[src/rtl/pwm_breath_pkg.sv]
// Shared types and width helpers for the breathing-ramp duty sequencer.
package pwm_breath_pkg;

  typedef enum logic [2:0] {
    IDLE        = 3'd0,
    RAMP_UP     = 3'd1,
    HOLD_TOP    = 3'd2,
    RAMP_DOWN   = 3'd3,
    HOLD_BOTTOM = 3'd4
  } breath_state_e;

  // Hold counter must represent HOLD_PERIODS itself.
  function automatic int hold_w(input int hold_periods);
    return (hold_periods < 1) ? 1 : $clog2(hold_periods + 1);
  endfunction

  // One extra bit so level+STEP can never wrap before the clamp compare.
  function automatic int cmp_w(input int counter_width);
    return counter_width + 1;
  endfunction

endpackage

[src/rtl/pwm_gamma_map.sv]
// Registered quadratic brightness map: duty = floor(level*level / MAX_COUNT),
// with the valid strobe delayed alongside the data.
module pwm_gamma_map #(
  parameter int COUNTER_WIDTH = 8,
  parameter int MAX_COUNT     = 200
) (
  input  logic                     clk_i,
  input  logic                     rst_n_i,
  input  logic [COUNTER_WIDTH-1:0] level_i,
  input  logic                     vld_i,
  output logic [COUNTER_WIDTH-1:0] duty_o,
  output logic                     vld_o
);

  localparam int PW = 2 * COUNTER_WIDTH;
  localparam logic [PW-1:0] DIV = PW'(MAX_COUNT);

  logic [PW-1:0]            lvl_w, prod, quot;
  logic [COUNTER_WIDTH-1:0] duty_d, duty_q;
  logic                     vld_q;

  assign lvl_w  = {{COUNTER_WIDTH{1'b0}}, level_i};
  assign prod   = lvl_w * lvl_w;
  assign quot   = prod / DIV;
  // level never exceeds MAX_COUNT, so the quotient fits COUNTER_WIDTH.
  assign duty_d = quot[COUNTER_WIDTH-1:0];

  always_ff @(posedge clk_i or negedge rst_n_i) begin
    if (!rst_n_i) begin
      duty_q <= '0;
      vld_q  <= 1'b0;
    end else begin
      duty_q <= duty_d;
      vld_q  <= vld_i;
    end
  end

  assign duty_o = duty_q;
  assign vld_o  = vld_q;

endmodule

[src/rtl/pwm_breath_ramp.sv]
// Breathing duty sequencer: ramp up, hold top, ramp down, hold bottom, one step
// per PWM period. Optional gamma stage enabled by PWM_BREATH_GAMMA_EN.
module pwm_breath_ramp
  import pwm_breath_pkg::*;
#(
  parameter int COUNTER_WIDTH = 8,
  parameter int MAX_COUNT     = 200,
  parameter int STEP          = 1,
  parameter int HOLD_PERIODS  = 4
) (
  input  logic                     clk_in,
  input  logic                     rst_n_in,
  input  logic                     enable_in,
  input  logic                     period_end_in,
  output logic [COUNTER_WIDTH-1:0] duty_out,
  output logic                     duty_valid_out,
  output logic                     dir_up_out
);

  localparam int HW  = hold_w(HOLD_PERIODS);
  localparam int CW1 = cmp_w(COUNTER_WIDTH);
  localparam logic [CW1-1:0] MAX_W  = CW1'(MAX_COUNT);
  localparam logic [CW1-1:0] STEP_W = CW1'(STEP);
  localparam logic [HW-1:0]  HOLD_N = HW'(HOLD_PERIODS);

  breath_state_e            state_q, state_d;
  logic [COUNTER_WIDTH-1:0] level_q, level_d;
  logic [HW-1:0]            hold_q, hold_d, hold_inc;
  logic                     valid_q, valid_d;
  logic [CW1-1:0]           up_sum;

  assign up_sum   = {1'b0, level_q} + STEP_W;
  assign hold_inc = hold_q + 1'b1;

  always_ff @(posedge clk_in or negedge rst_n_in) begin
    if (!rst_n_in) begin
      state_q <= IDLE;
      level_q <= '0;
      hold_q  <= '0;
      valid_q <= 1'b0;
    end else begin
      state_q <= state_d;
      level_q <= level_d;
      hold_q  <= hold_d;
      valid_q <= valid_d;
    end
  end

  always_comb begin
    state_d = state_q;
    level_d = level_q;
    hold_d  = hold_q;
    // Disable overrides everything, including a coincident period_end_in.
    if (!enable_in) begin
      state_d = IDLE;
      level_d = '0;
      hold_d  = '0;
    end else begin
      case (state_q)
        IDLE: state_d = RAMP_UP;
        RAMP_UP: if (period_end_in) begin
          if (up_sum >= MAX_W) begin
            level_d = MAX_W[COUNTER_WIDTH-1:0];
            hold_d  = '0;
            state_d = HOLD_TOP;
          end else begin
            level_d = up_sum[COUNTER_WIDTH-1:0];
          end
        end
        HOLD_TOP: if (period_end_in) begin
          if (hold_inc == HOLD_N) begin
            hold_d  = '0;
            state_d = RAMP_DOWN;
          end else begin
            hold_d  = hold_inc;
          end
        end
        RAMP_DOWN: if (period_end_in) begin
          if ({1'b0, level_q} <= STEP_W) begin
            level_d = '0;
            hold_d  = '0;
            state_d = HOLD_BOTTOM;
          end else begin
            level_d = level_q - STEP_W[COUNTER_WIDTH-1:0];
          end
        end
        HOLD_BOTTOM: if (period_end_in) begin
          if (hold_inc == HOLD_N) begin
            hold_d  = '0;
            state_d = RAMP_UP;
          end else begin
            hold_d  = hold_inc;
          end
        end
        default: state_d = IDLE;
      endcase
    end
    valid_d = (level_d != level_q);
  end

  assign dir_up_out = (state_q == RAMP_UP) || (state_q == HOLD_TOP);

`ifdef PWM_BREATH_GAMMA_EN
  pwm_gamma_map #(
    .COUNTER_WIDTH (COUNTER_WIDTH),
    .MAX_COUNT     (MAX_COUNT)
  ) u_gamma (
    .clk_i   (clk_in),
    .rst_n_i (rst_n_in),
    .level_i (level_q),
    .vld_i   (valid_q),
    .duty_o  (duty_out),
    .vld_o   (duty_valid_out)
  );
`else
  assign duty_out       = level_q;
  assign duty_valid_out = valid_q;
`endif

endmodule
[config.mk]
export PLATFORM = sky130hd
export DESIGN_NAME = pwm_breath_ramp
export DESIGN_NICKNAME = d
export VERILOG_FILES = /design/src/rtl/pwm_breath_pkg.sv /design/src/rtl/pwm_gamma_map.sv /design/src/rtl/pwm_breath_ramp.sv
export SDC_FILE = /design/constraint.sdc
export NUM_CORES = 1
export LEC_CHECK = 0
export ABC_AREA = 1
export CAP_MARGIN = 25
export CELL_PAD_IN_SITES_DETAIL_PLACEMENT = 1
export CELL_PAD_IN_SITES_GLOBAL_PLACEMENT = 1
export CORE_AREA = 2 2 64 66
export DETAILED_ROUTE_END_ITERATION = 7
export DIE_AREA = 0 0 66 68
export PLACE_DENSITY_LB_ADDON = 0.1
export REMOVE_ABC_BUFFERS = 1
export SLEW_MARGIN = 20
export SYNTH_ARGS = -nofsm -noshare
export SYNTH_HDL_FRONTEND = slang
export SYNTH_SLANG_ARGS = --single-unit
[constraint.sdc]
create_clock -name clk_in -period 2.97 [get_ports clk_in]
set_input_delay 0.891 -clock clk_in [delete_from_list [all_inputs] [get_ports clk_in]]
set_output_delay 0.891 -clock clk_in [all_outputs]
set_load 0.005 [all_outputs]
# Yosys cells after proc, flatten, opt, wreduce, memory -nomap -nowiden
# Index checks and enable logic that the tools add are counted.
# classes
addsub,3
order_cmp,2
n_eq_ne,16
n_mux,24
n_reduce_logical,5
# op_table
cell,count
two-way mux 3 bit,16
two-way mux 8 bit,5
!= test 3 bit (second input constant),8
one-hot mux 8 bit (2 select lines),1
one-hot mux 3 bit (5 select lines),1
adder 8 x 1 -> 9 bit (second input constant),1
>= comparator 9 x 8 -> 1 bit (second input constant),1
one-hot mux 3 bit (3 select lines),1
<= comparator 8 x 1 -> 1 bit (second input constant),1
!= test 8 bit,1
AND reduction 8 bit,1
subtractor 8 x 1 -> 8 bit (second input constant),1
== test 3 x 2 -> 1 bit (second input constant),2
== test 3 bit (second input constant),2
AND reduction 6 bit,1
!= test 4 x 2 -> 1 bit (second input constant),1
adder 3 x 1 -> 3 bit (second input constant),1
== test 3 x 1 -> 1 bit (second input constant),1
logical NOT 3 bit,1
!= test 3 x 2 -> 1 bit (second input constant),1
OR reduction 2 bit,1
logical OR 1 bit,1
# word_totals
register_bits,15

# Depth between registers and ports, before layout
# Gate-level depths: netlist of the first run.
# logic_depth
depth_word,7
mapped_depth,18

# Least setup slack after synthesis of the first run
# No wires, ideal clock.
# synth_path
kind,reg-to-output
startpoint,reg state_q[2]
endpoint,out dir_up_out
arrival_time_ps,1055
t_required_ps,2079
slack_ps,1024
path_stages_with_launch,6
n_path_buf,0
path_cell_list,dfrtp_1 nor2_4 inv_2 nor2_2 inv_1 nand2_1
# synth_between
elab_chain_cells,2
# synth_rtl
item,line,rtl
from (decl),pwm_breath_ramp.sv:26,"breath_state_e state_q, state_d;"
from (signal assigned),pwm_breath_ramp.sv:42,state_q <= state_d;
== test 3 x 1 -> 1 bit / == test 3 x 2 -> 1 bit (equally long branches),pwm_breath_ramp.sv:101,assign dir_up_out = (state_q == RAMP_UP) || (state_q == HOLD_TOP);
logical OR 1 bit *,pwm_breath_ramp.sv:101,
to (decl),pwm_breath_ramp.sv:17,output logic dir_up_out
# Mark *: on every way between the ends. The rest lies on a longest branch, timed or not.

# Worst setup path in the final report of the first run
# Same ends and word-level chain as after synthesis.

==> results of run 1 <==
==> logic make-up after synthesis <==
group,Yosys count,synth area share
and+or+nand+nor,139,0.465
buffers and inverters,38,0.103
AOI/OAI and AO/OA,27,0.109
DFF,15,0.257
adders and majority gates,5,0.0428
xor gates and xnor gates,4,0.0240
==> power breakdown <==
part	total (mW)	switching [mW]	leakage, nW	internal [mW]
Clock	0.178	0.0831	0.0228	0.0954
Sequential	0.336	0.0870	0.200	0.249
Combinational	0.792	0.485	0.634	0.307
==> state kept, by name, summed over array words and instances, names as in the netlist <==
register	count
duty_out	8
duty_valid_out	1
state_q	3
hold_q	3
==> through the flow <==
step                      utilization  cells
after floorplan                     -    226
after global placement          0.429    291
after detailed placement        0.429    291
after CTS                       0.441    295
after global routing            0.441    295
final                           0.441    295
==> synthesized netlist by cell type (2+ instances only) <==
master and count:
clkinv_1 3, a21oi_1 10, buf_4 2, nand2_1 67, o21ai_0 6, ha_1 5
nand3_2 5, nand4_1 8, nand2_2 5, xor2_1 3, o21ai_1 4, inv_1 29
inv_2 4, nand3_1 20, nor2_4 5, nand3b_1 2, a31oi_1 2, dfrtp_1 15
nor2_1 21
==> area by class of cell <==
cell class / count / area, µm²
Fill cell: 532 / 2160
Multi-Input combinational cell: 175 / 937
Sequential cell: 15 / 375
Timing Repair Buffer: 15 / 145
Inverter: 36 / 135
Tap cell: 50 / 62.6
Clock buffer: 4 / 45.0
==> layout by cell type (no fill, tap or decap), types with 2 or more instances in the layout <==
cell type and n:
dfrtp_1 15, nor2_4 5, nand3_2 5, a21oi_1 10, ha_1 5, nand3b_1 2
nand4_1 8, xor2_1 3, nor2_1 21, clkbuf_8 3, inv_2 4, nand3_1 20
clkdlybuf4s50_1 13, nand2_2 5, clkinv_1 3, inv_1 29, buf_4 2, a31oi_1 2
o21ai_0 6, o21ai_1 4, nand2_1 67
==> final timing paths <==
check	startpoint	endpoint	slack [ps]
worst min register to register	hold_q[2]	hold_q[2]	500
min in group asynchronous	rst_n_in	state_q[0]	1090
worst max-delay path	state_q[2]	dir_up_out	310
max in group asynchronous	rst_n_in	duty_valid_out	1390
worst max register to register	duty_out[0]	duty_valid_out	480
worst min-delay path	hold_q[2]	hold_q[2]	500
==> layer usage <==
layer	wire length (µm)	vias up
met5	0	-
met3	110	4
met2	1910	19
li1	-	766
met4	36	0
met1	2240	719
==> worst reg2reg max path: stages, from the launching register on <==
cell and delay (ps):
dfrtp_1 540, inv_2 110, ha_1 250, o21ai_0 300, nor2_1 130, nor2_4 200
inv_2 100, o21ai_0 170, inv_1 60, nand2_1 110, nand3_1 80, nand2_1 80
nand3_1 80, nor2_1 110, nand2_1 50
==> reports/metrics.cfg, run 1 <==
[critical_path]
cp_slowest_stage_delay_ps = 500
crit_arrival_ps = 1770
cp.buffers_inverters = 3
crit_slowest_cell = clkdlybuf4s50_1
cp_max_fo = 6
cp.depth = 6
rr_worst_depth = 14
critPathTopFamily = buffers and inverters
crit_path_start_kind = flip-flop
path_cells = nor2_4 -> inv_2 -> nor2_2 -> inv_1 -> nand2_1 -> clkdlybuf4s50_1
worst-setup-path-type = reg2out
end_kind = output pin
required_ps = 2080

[placed_design]
dpl_cell_area_mm2 = 0.00166
hpwl_um = 3420
place_worst_setup_slack_ps = 251
place.gp.congestion = 0.916
io_buffers = 13

[sta]
slew_viol_final = 0
finClkSkew_ps = 3.31
worst_pin_slew_ps = 786
period_share = 0.897
rsz0062_at_grt = false
final.setup.tns_ps = 0
hold_viol = 0
holdWs_ps = 503
slew_headroom = 0.475
min_period_ps = 2660
setup_violations = 0
max_freq_mhz = 375
setup_ws_ps = 306

[final_layout]
syn2layout_area_growth_pct = 16.3
final_layout_size_suffix_gt1_frac = 0.122
final_cell_area_mm2 = 0.00170
nets = 255
antenna_cells = 0

[clocking]
cts_hold_buf = 0
htree_levels = 1
cts_setup_buffers = 0
clockBufferDepth = 2
cts-root-buf = clkbuf_8
cts_tree = built
cts_resized = 0
clock_sinks = 15
path_clk_slew_ps = 70
numCtsBuffers = 3
clk_latency_ps = 260

[drt]
drt-initial-drc-count = 61
wl_per_cell_um = 14.6
ant_nets = 0
num_vias = 1508
post-route-drc-count = 0
drt-vias-per-instance = 5.11
totalWireLength_um = 4300
dr.pass1.iters = 4

[logic_synthesis]
seq_area_frac_synth = 0.257
synthCells = 228
syn_area_mm2 = 0.00146
synth_top_area_share = 0.257
syn_area_per_cell_um2 = 6.42
synthArstFlopShare = 1.00
synth_area_leaders = dfrtp_1 (26%), nand2_1 (17%), inv_1 (7.4%)
synth_edf_count = 0
yosys.area.top_type = dfrtp_1
synth-seq-cells = 15
yosys_most_used_dff = dfrtp_1
yosysUniqueCellTypes = 31
yosysWarnings = 0

[die]
die_y_um = 68
die_w_um = 66
row_count = 23
io-pin-count = 14
start_util = 0.379
die_area_mm2 = 0.00449
core_mm2 = 0.00386

[grt]
grt_start_max_net_pins = 16
grt_pass1_wl_um = 7270
gr-max-usage-layer = met2
antenna_found_initial = 0
grt_usage = 0.217
grt_use_met1 = 0.317
use_met2 = 0.338
grt_overflow_total = 0
grtUsageMet3 = 0.0263
grt_pass1_vias = 1488

[pwr]
p_per_area_mw_per_mm2 = 768
ir_worst_vdd_mv = 0.244
total_power_mw = 1.31
leakage_nw = 0.856

[min_path]
whs_path_depth = 2
hold_class = reg2reg

[run]
maxCapViolCount = 0

[outcome]
outcome = complete, no violations

Note: power is estimated with default switching activity, not from simulation.
==> inputs of run 2 (changes only) <==
MAX_ROUTING_LAYER = met4   (was default)
SETUP_SLACK_MARGIN = 0.1   (was default)
==> run 2 against run 1 <==
Compared with the run above: critical path depth did not move; final cell count stayed put; clock skew is essentially flat; non-clock buffer count stayed put; power is the same; first-iteration DRC count increased by 9.8%; maximum frequency rose by 0.38%; critical endpoint unchanged.
==> reports/metrics.cfg, run 2 (synthesized netlist as in run 1, its figures left out) <==
[final_layout]
instances_no_fill = 295
mostFrequentLayoutCells = nand2_1 (67), inv_1 (29), nor2_1 (21)
final_common_cell = nand2_1
final_layout_size_suffix_gt1_frac = 0.122
post-route-util = 0.441
largest_reg_flops = 8
syn2layout_area_growth_pct = 16.3
final_cell_area_mm2 = 0.00170
antenna_cells = 0
nets = 255

[sta]
hold_viol = 0
slew_viol_final = 0
setup_violations = 0
slew_headroom = 0.463
holdWs_ps = 503
max_freq_mhz = 377
final.setup.tns_ps = 0
finClkSkew_ps = 3.81
min_period_ps = 2650
period_share = 0.894
worst_pin_slew_ps = 803
rsz0062_at_grt = false

[die]
die_y_um = 68
io-pin-count = 14
start_util = 0.379
row_count = 23
core_mm2 = 0.00386
die_w_um = 66
die_area_mm2 = 0.00449

[critical_path]
r2r_start = duty_out[0]
cp.depth = 6
required_ps = 2080
cp.buffers_inverters = 3
rr_worst_depth = 14
cp_max_fo = 6
crit_slowest_cell = clkdlybuf4s50_1
path_cells = nor2_4 -> inv_2 -> nor2_2 -> inv_1 -> nand2_1 -> clkdlybuf4s50_1
critPathTopFamily = buffers and inverters
r2r-end = duty_valid_out
crit_path_start_kind = flip-flop
worst-setup-path-type = reg2out
rrSetupSlack_ps = 490
cp_slowest_stage_delay_ps = 500
end_kind = output pin
crit_arrival_ps = 1760

[placed_design]
hpwl_um = 3420
place.gp.congestion = 0.932
dp_cells = 291
dpl_cell_area_mm2 = 0.00166
io_buffers = 13

[min_path]
hold_class = reg2reg
hp-start = hold_q[2]
whs_path_depth = 2
hold_end = hold_q[2]

[clocking]
clockBufferDepth = 2
numCtsBuffers = 3
clock_sinks = 15
clk_latency_ps = 260
cts_hold_buf = 0
cts_setup_buffers = 0
cts-root-buf = clkbuf_8
cts_tree = built
cts_resized = 0
htree_levels = 1
path_clk_slew_ps = 70

[drt]
totalWireLength_um = 4300
ant_nets = 0
drt-vias-per-instance = 5.11
num_vias = 1506
post-route-drc-count = 0
wl_per_cell_um = 14.6
dr.pass1.iters = 4
drt-initial-drc-count = 67

[pwr]
p_switching_mw = 0.655
leakage_nw = 0.856
ir_worst_vdd_mv = 0.243
swShare = 0.502
seq_power_share = 0.258
p_clk_frac = 0.137
p_int_mw = 0.651
p_per_area_mw_per_mm2 = 768
pwr-share-comb = 0.605

[outcome]
outcome = complete, no violations

[grt]
grt_start_max_net_pins = 16
grt_pass1_vias = 1488
grt_usage = 0.224
grt_overflow_total = 0
antenna_found_initial = 0
grt_pass1_wl_um = 7290

[run]
maxCapViolCount = 0

[run 2: cell counts in the layout (fill, tap and decap cells not counted)]
No cell type changed its count.
[run 2: area by class of cell]
cell class,count,area [µm²]
fillers,532,2160
multi-input cells,175,937
repair buffers,15,145
clock buffers,4,45.0
inverters,36,135
flip-flops and latches,15,375
well taps,50,62.6
[run 2: metrics by stage]
step | total power, mW | worst slack (ps)
floorplan | 0.865 | 1020
global placement | 1.13 | 296
detailed placement | 1.13 | 251
CTS | 1.32 | 299
global route | 1.44 | 210
finish | 1.31 | 316
[run 2: worst max-delay path by stage]
stage,startpoint,end
global placement,period_end_in,duty_valid_out
finish,state_q[2],dir_up_out
floorplan,state_q[2],dir_up_out
detailed placement,period_end_in,duty_valid_out
global route,state_q[2],dir_up_out
CTS,state_q[2],dir_up_out
[run 2: metal layers]
layer | global-route usage | up-vias | routed length (µm)
met3 | 0.0263 | 4 | 112
li1 | - | 766 | -
met2 | 0.335 | 19 | 1890
met1 | 0.321 | 717 | 2260
met4 | 0.0587 | 0 | 37
met5 | - | - | 0
[run 2: worst register-to-register path, stage by stage (launching register included)]
cell     delay (ps)
dfrtp_1         540
inv_2           110
ha_1            240
o21ai_0         300
nor2_1          130
nor2_4          200
inv_2           100
o21ai_0         170
inv_1            60
nand2_1         110
nand3_1          80
nand2_1          90
nand3_1          80
nor2_1          110
nand2_1          50
[run 2: power by group through the flow]
stage / logic [mW] / registers (mW) / clock network, mW
after floorplan: 0.544 / 0.321 / 0
after global placement: 0.788 / 0.339 / 0
after detailed placement: 0.790 / 0.339 / 0
after CTS: 0.796 / 0.336 / 0.184
after global routing: 0.903 / 0.349 / 0.189
final: 0.791 / 0.337 / 0.179
==> inputs of run 3 (changes only) <==
SETUP_SLACK_MARGIN = 0.5   (was 0.1)
==> run 3 against run 2 <==
Compared with the run above: hold slack hardly changed; via count up 2.8%; utilization up 0.84 points; first-iteration DRC count up 15%; wire length is 1.4% higher; design area grew 1.9%; clock power barely moved; highest routed layer unchanged; setup slack gained 270 ps; combinational power up 3.2%.
==> reports/metrics.cfg, run 3 (synthesized netlist as in run 1, its figures left out) <==
[pwr]
seq_power_share = 0.255
swShare = 0.499
p_switching_mw = 0.666
p_per_area_mw_per_mm2 = 770
p_clk_frac = 0.134
ir_worst_vdd_mv = 0.248
pwr-share-comb = 0.612
leakage_nw = 0.867
total_power_mw = 1.33
p_int_mw = 0.668

[drt]
drt-vias-per-instance = 5.21
dr.pass1.iters = 4
met1_length_um = 2180
wl_per_cell_um = 14.7
num_vias = 1548
route.met3.wl_um = 186
met2_length_um = 1950
totalWireLength_um = 4360
routed.top_layer = met4
ant_nets = 0
post-route-drc-count = 0
drt-initial-drc-count = 77

[final_layout]
syn2layout_area_growth_pct = 18.5
multi_input_area_um2 = 950
final-seq-area_um2 = 378
final_common_cell = nand2_1
post-route-util = 0.449
nFillCells = 534
final_layout_size_suffix_gt1_frac = 0.158
instances_no_fill = 297
largest_reg_flops = 8
antenna_cells = 0
nets = 257
mostFrequentLayoutCells = nand2_1 (67), inv_1 (28), nor2_1 (21)

[grt]
grt_pass1_wl_um = 7320
grt_overflow_total = 0
grt_pass1_vias = 1494
grt_start_max_net_pins = 16
antenna_found_initial = 0
grt_usage = 0.224

[sta]
final.setup.tns_ps = 0
finClkSkew_ps = 3.82
worst_pin_slew_ps = 795
max_freq_mhz = 419
rsz0062_at_grt = false
setup_ws_ps = 584
setup_violations = 0
min_period_ps = 2390
slew_viol_final = 0
hold_viol = 0
slew_headroom = 0.469
period_share = 0.803

[critical_path]
r2r_start = duty_out[1]
end_kind = output pin
required_ps = 2080
rr_worst_depth = 14
crit_slowest_cell = dfrtp_1
worst-setup-path-type = reg2out
path_cells = clkdlybuf4s50_1
rrSetupSlack_ps = 730
r2r-end = duty_valid_out
cp.buffers_inverters = 1
cp_max_fo = 13
cp_slowest_stage_delay_ps = 640
critPathTopFamily = flip-flops
crit_path_start_kind = flip-flop
crit_arrival_ps = 1490

[min_path]
hp-start = hold_q[2]
hold_end = hold_q[2]
hold_class = reg2reg
whs_path_depth = 2

[die]
row_count = 23
io-pin-count = 14
start_util = 0.379
core_mm2 = 0.00386
die_area_mm2 = 0.00449
die_y_um = 68
die_w_um = 66

[clocking]
path_clk_slew_ps = 70
htree_levels = 1
clk_latency_ps = 260
clockBufferDepth = 2
clock_sinks = 15
cts-root-buf = clkbuf_8
numCtsBuffers = 3
cts_tree = built

[outcome]
outcome = complete, no violations

[placed_design]
hpwl_um = 3420
io_buffers = 13
dp_cells = 291
place.gp.congestion = 0.932
place_worst_setup_slack_ps = 251

[run]
maxCapViolCount = 0

==> run 3: what timing repair did <==
action / CTS / global route
resized for setup: 1 / 8
buffers inserted: 1 / 1
pin swaps: 1 / 1
hold buffers: 0 / 0
setup endpoints to repair: 1 / 1
==> run 3: final cells by class <==
class / instances / area share
clock buffers: 4 / 0.0260
flip-flops and latches: 15 / 0.218
multi-input cells: 175 / 0.548
inverters: 36 / 0.0801
well taps: 50 / 0.0361
repair buffers: 17 / 0.0917
==> run 3: worst min-delay path: stages (launching register included) <==
cell and delay, ps:
dfrtp_1 360, nand2_1 60, nand2_1 60
==> run 3: metrics by stage <==
stage / instance area (µm²) / hold slack [ps]
4_1_cts: 1710 / 513
2_1_floorplan: 1450 / 469
3_3_place_gp: 1660 / 488
5_1_grt: 1730 / 545
6_report: 1730 / 503
3_5_place_dp: 1660 / 496
==> run 3: worst max-delay path by stage <==
stage,start,endpoint,slack [ps],depth (start not counted)
detailed placement,period_end_in,duty_valid_out,250,12
CTS,period_end_in,duty_valid_out,530,12
finish,duty_out[2],duty_out[2],580,1
global placement,period_end_in,duty_valid_out,300,12
floorplan,state_q[2],dir_up_out,1020,5
global route,enable_in,duty_valid_out,500,9
==> run 3: layer usage <==
metal / track usage / up-vias
met5: - / -
met4: 0.0587 / 0
met3: 0.0263 / 5
met2: 0.337 / 31
met1: 0.321 / 741
li1: - / 771
==> run 3: power groups by stage <==
| stage | sequential, mW | clock (mW) | combinational [mW] |
|---|---|---|---|
| 3_3_place_gp | 0.339 | 0 | 0.788 |
| 6_report | 0.339 | 0.178 | 0.816 |
| 5_1_grt | 0.352 | 0.189 | 0.928 |
| 3_5_place_dp | 0.339 | 0 | 0.790 |
| 4_1_cts | 0.336 | 0.184 | 0.801 |
| 2_1_floorplan | 0.321 | 0 | 0.544 |
==> patch 1: new RTL, config.mk and constraints of run 3 <==
The output `duty_valid_out` loses its register stage (`valid_q` becomes a continuous assignment).
--- a/src/rtl/pwm_breath_ramp.sv
+++ b/src/rtl/pwm_breath_ramp.sv
@@ -39,3 +39,2 @@
       hold_q  <= '0;
-      valid_q <= 1'b0;
     end else begin
@@ -44,5 +43,6 @@
       hold_q  <= hold_d;
-      valid_q <= valid_d;
     end
   end
+
+  assign valid_q = valid_d;
 
Formal check against the unedited RTL: not equivalent (Yosys sat finds a counterexample within 4 cycles, from zero or initial values and one cycle with rst_n_in low).
==> patch 1 against run 3 <==
- the run now fails in global routing
- synthesized area shrank 1.7%
==> patch 1: results (changes against run 3) <==
Placer Congestion -> 0.898 (-3.7%)
CTS root buf -> clkbuf_8
synth unique cells -> 31 (unchanged)
asr flop ratio synth -> 100% (unchanged)
GR repair worst EP -> duty_valid_out
first error -> [ERROR DPL-0033] detailed placement checks failed during check placement.
top cells by count, synth -> 67 x nand2_1, 29 x inv_1, 21 x nor2_1, 20 x nand3_1, 14 x dfrtp_1
initial antenna violation count -> 0
IO buf count -> 13 (unchanged)
placed wire-length estimate -> 3990 µm (+17%)
status -> did not finish
largest net degree at the start of global routing -> 15
Exit stage -> global routing
total CTS buffers -> 3 (unchanged)
Placed Instance Area -> 2040 µm² (+23%)
clk buf depth -> 2 (unchanged)
yosys warns -> 0 (unchanged)
H-tree levels -> 1 (unchanged)
synth top area cells -> dfrtp_1 24%, nand2_1 17%, inv_1 7.6%, nand3_1 7.0%, nor2_1 5.5%
register area share after synthesis -> 24.4% (-1.3 points)
CTS sink cnt -> 14 (-1)
worst_ep kind -> primary output
[patch 1: changes by cell type after synthesis]
cell / before / now
dfrtp_1: 15 / 14
[patch 1: cell families after synthesis]
kind of cell	count (synthesis)	synth area share (%)
AND/OR/NAND/NOR	139	47.3
buffers and inverters	38	10.4
AO/OA/AOI/OAI	27	11.1
flip-flops	14	24.4
adder cells (fa/ha/maj)	5	4.35
XOR/XNOR	4	2.44
[patch 1: per-stage QoR]
step	std cells	utilization (%)	worst slack, ns	hold slack (ns)	TNS [ns]
after CTS	388	67.3	-0.291	0.514	-0.487
after detailed placement	344	52.8	-0.776	0.499	-0.776
after floorplan	225	-	0.259	0.469	0
after global placement	344	52.8	-0.754	0.489	-0.754
[patch 1: what timing repair did]
item,4_1_cts
pin swaps,23
setup endpoints to repair,2
gates resized for setup,66
cloned,0
buffers inserted,40
==> patch 2: new RTL, flow settings as in run 3 <==
Made on the original files. The parameter `COUNTER_WIDTH` goes from 8 to 9.
--- a/src/rtl/pwm_breath_ramp.sv
+++ b/src/rtl/pwm_breath_ramp.sv
@@ -5,3 +5,3 @@
 #(
-  parameter int COUNTER_WIDTH = 8,
+  parameter int COUNTER_WIDTH = 9,
   parameter int MAX_COUNT     = 200,
Interface: changed (resized duty_out); port bits go from 14 to 15. The function was not compared with the original's and may differ.
==> patch 2 against run 3 <==
- first-iteration DRC count shrank 26%
- sequential cell count grew 1
- sequential power grew 8.3%
- critical path depth is the same
- cell count grew 12%
- power grew 15%
- final area grew 8.2%
- setup slack gained 0.077 ns
- register-to-register slack lost 0.03 ns
- synthesized area grew 9.2%
- die area is the same
- routed wire length grew 11%
- fmax grew 3.3%
- worst hold slack gained 0.054 ns
==> patch 2: results (changes against run 3) <==
synth top area cells -> dfrtp_1 25%, nand2_1 20%, inv_1 9.2%, nand3_1 9.1%, nor2_1 5.4%
Avg Inst Size Synth -> 6.03 µm² (-6.0%)
Lkg Pwr -> 1.01 nW (+17%)
drt via density -> 5.12 (-1.8%)
DR WL met3 -> 104 µm (-44%)
Critical Path Sink -> duty_out[3]
top cells by count, synth -> 87 x nand2_1, 39 x inv_1, 29 x nand3_1, 23 x nor2_1, 16 x dfrtp_1
DRT met1 WL -> 2240 µm (+3.2%)
Setup WS pre-CTS -> 0.270 ns (+0.0189 ns)
Non-clock buffer share -> 9.34% (+0.17 points)
vias in the first global route -> 1682 (+13%)
R2R setup slack -> 0.70 ns (-0.03 ns)
CP max FO -> 9 (-4)
CP delay by family, top -> flip-flops
synth unique cells -> 27 (-13%)
status -> finished, final reports clean
#MultiIn Comb -> 203 (+16%)
largest net degree at the start of global routing -> 17 (+1)
r2r worst-path depth -> 16 (+2)
worst-case vdd ir drop -> 0.439 mV (+77%)
met2 Resource Use GR -> 42.8% (+9.1 points)
register area share after synthesis -> 25.1% (-0.60 points)
routed wl met2 -> 2440 µm (+25%)
Crit path largest cell delay -> 0.59 ns (-0.05 ns)
Hold Path Origin -> hold_q[1]$_DFFE_PN0P_
first-pass GRT wire length -> 7790 µm (+6.4%)
Overall Global Routing Usage -> 23.9% (+1.4 points)
Post-CTS Resized -> 4 (+3)
Post-Route WL -> 4840 µm (+11%)
clk_skew -> 0.00389 ns (+0.0000712 ns)
Fill cells -> 556 (+4.1%)
Period minus WS final -> 2.31 ns (-0.0765 ns)
Non-Filler Instances -> 332 (+12%)
M1 GR Usage -> 28.8% (-3.3 points)
placed wire-length estimate -> 3960 µm (+16%)
Cell Pwr Density -> 818 nW/µm² (+6.3%)
Iter 0 DRT Violations -> 57 (-26%)
Seq/total area -> 21.5% (-0.32 points)
layout cells sized above 1 -> 12.1% (-3.7 points)
Placer Congestion -> 0.844 (-9.4%)
Worst-Margin Slew -> 0.788 ns (-0.00620 ns)
nonclk inv count -> 41 (+14%)
Mapped Cells -> 265 (+16%)
flip-flop count of the largest register after layout -> 9 (+1)
Buffers, non-clock -> 18 (+1)
nets -> 292 (+14%)
IO buf count -> 14 (+1)
seq_cells -> 16 (+1)
placed cells -> 326 (+12%)
routing usage on met3 -> 1.97% (-0.66 points)
Clock Latency Late Sink -> 0.25 ns
Placed Instance Area -> 1780 µm² (+7.6%)
setup bufs post-CTS -> 2 (+1)
crit path launch -> duty_out[3]$_DFF_PN0_
==> patch 2: cell types whose count changed after synthesis, moves of 3 or more <==
cell,run 3,this run
clkinv_1,3,0
nand3_1,20,29
nor2_4,5,1
o21ai_1,4,1
nand3_2,5,1
nand4_1,8,4
nor2_2,1,5
inv_1,29,39
o21ai_0,6,14
nand2_1,67,87
==> patch 2: cells by family (layout without fill, tap and decap cells) <==
logic type / Yosys count / after routing / synth area share (%)
simple gates: 164 / 164 / 46.0
buf+inv: 46 / 63 / 11.7
fa+ha+maj: 5 / 5 / 3.92
compound gates: 30 / 30 / 11.0
xor+xnor: 4 / 4 / 2.19
flops: 16 / 16 / 25.1
==> patch 2: report_power, final <==
| part | switching (mW) | leakage (nW) | internal, mW |
|---|---|---|---|
| clock network | 0.0793 | 0.0288 | 0.118 |
| logic | 0.606 | 0.772 | 0.365 |
| registers | 0.0928 | 0.210 | 0.274 |
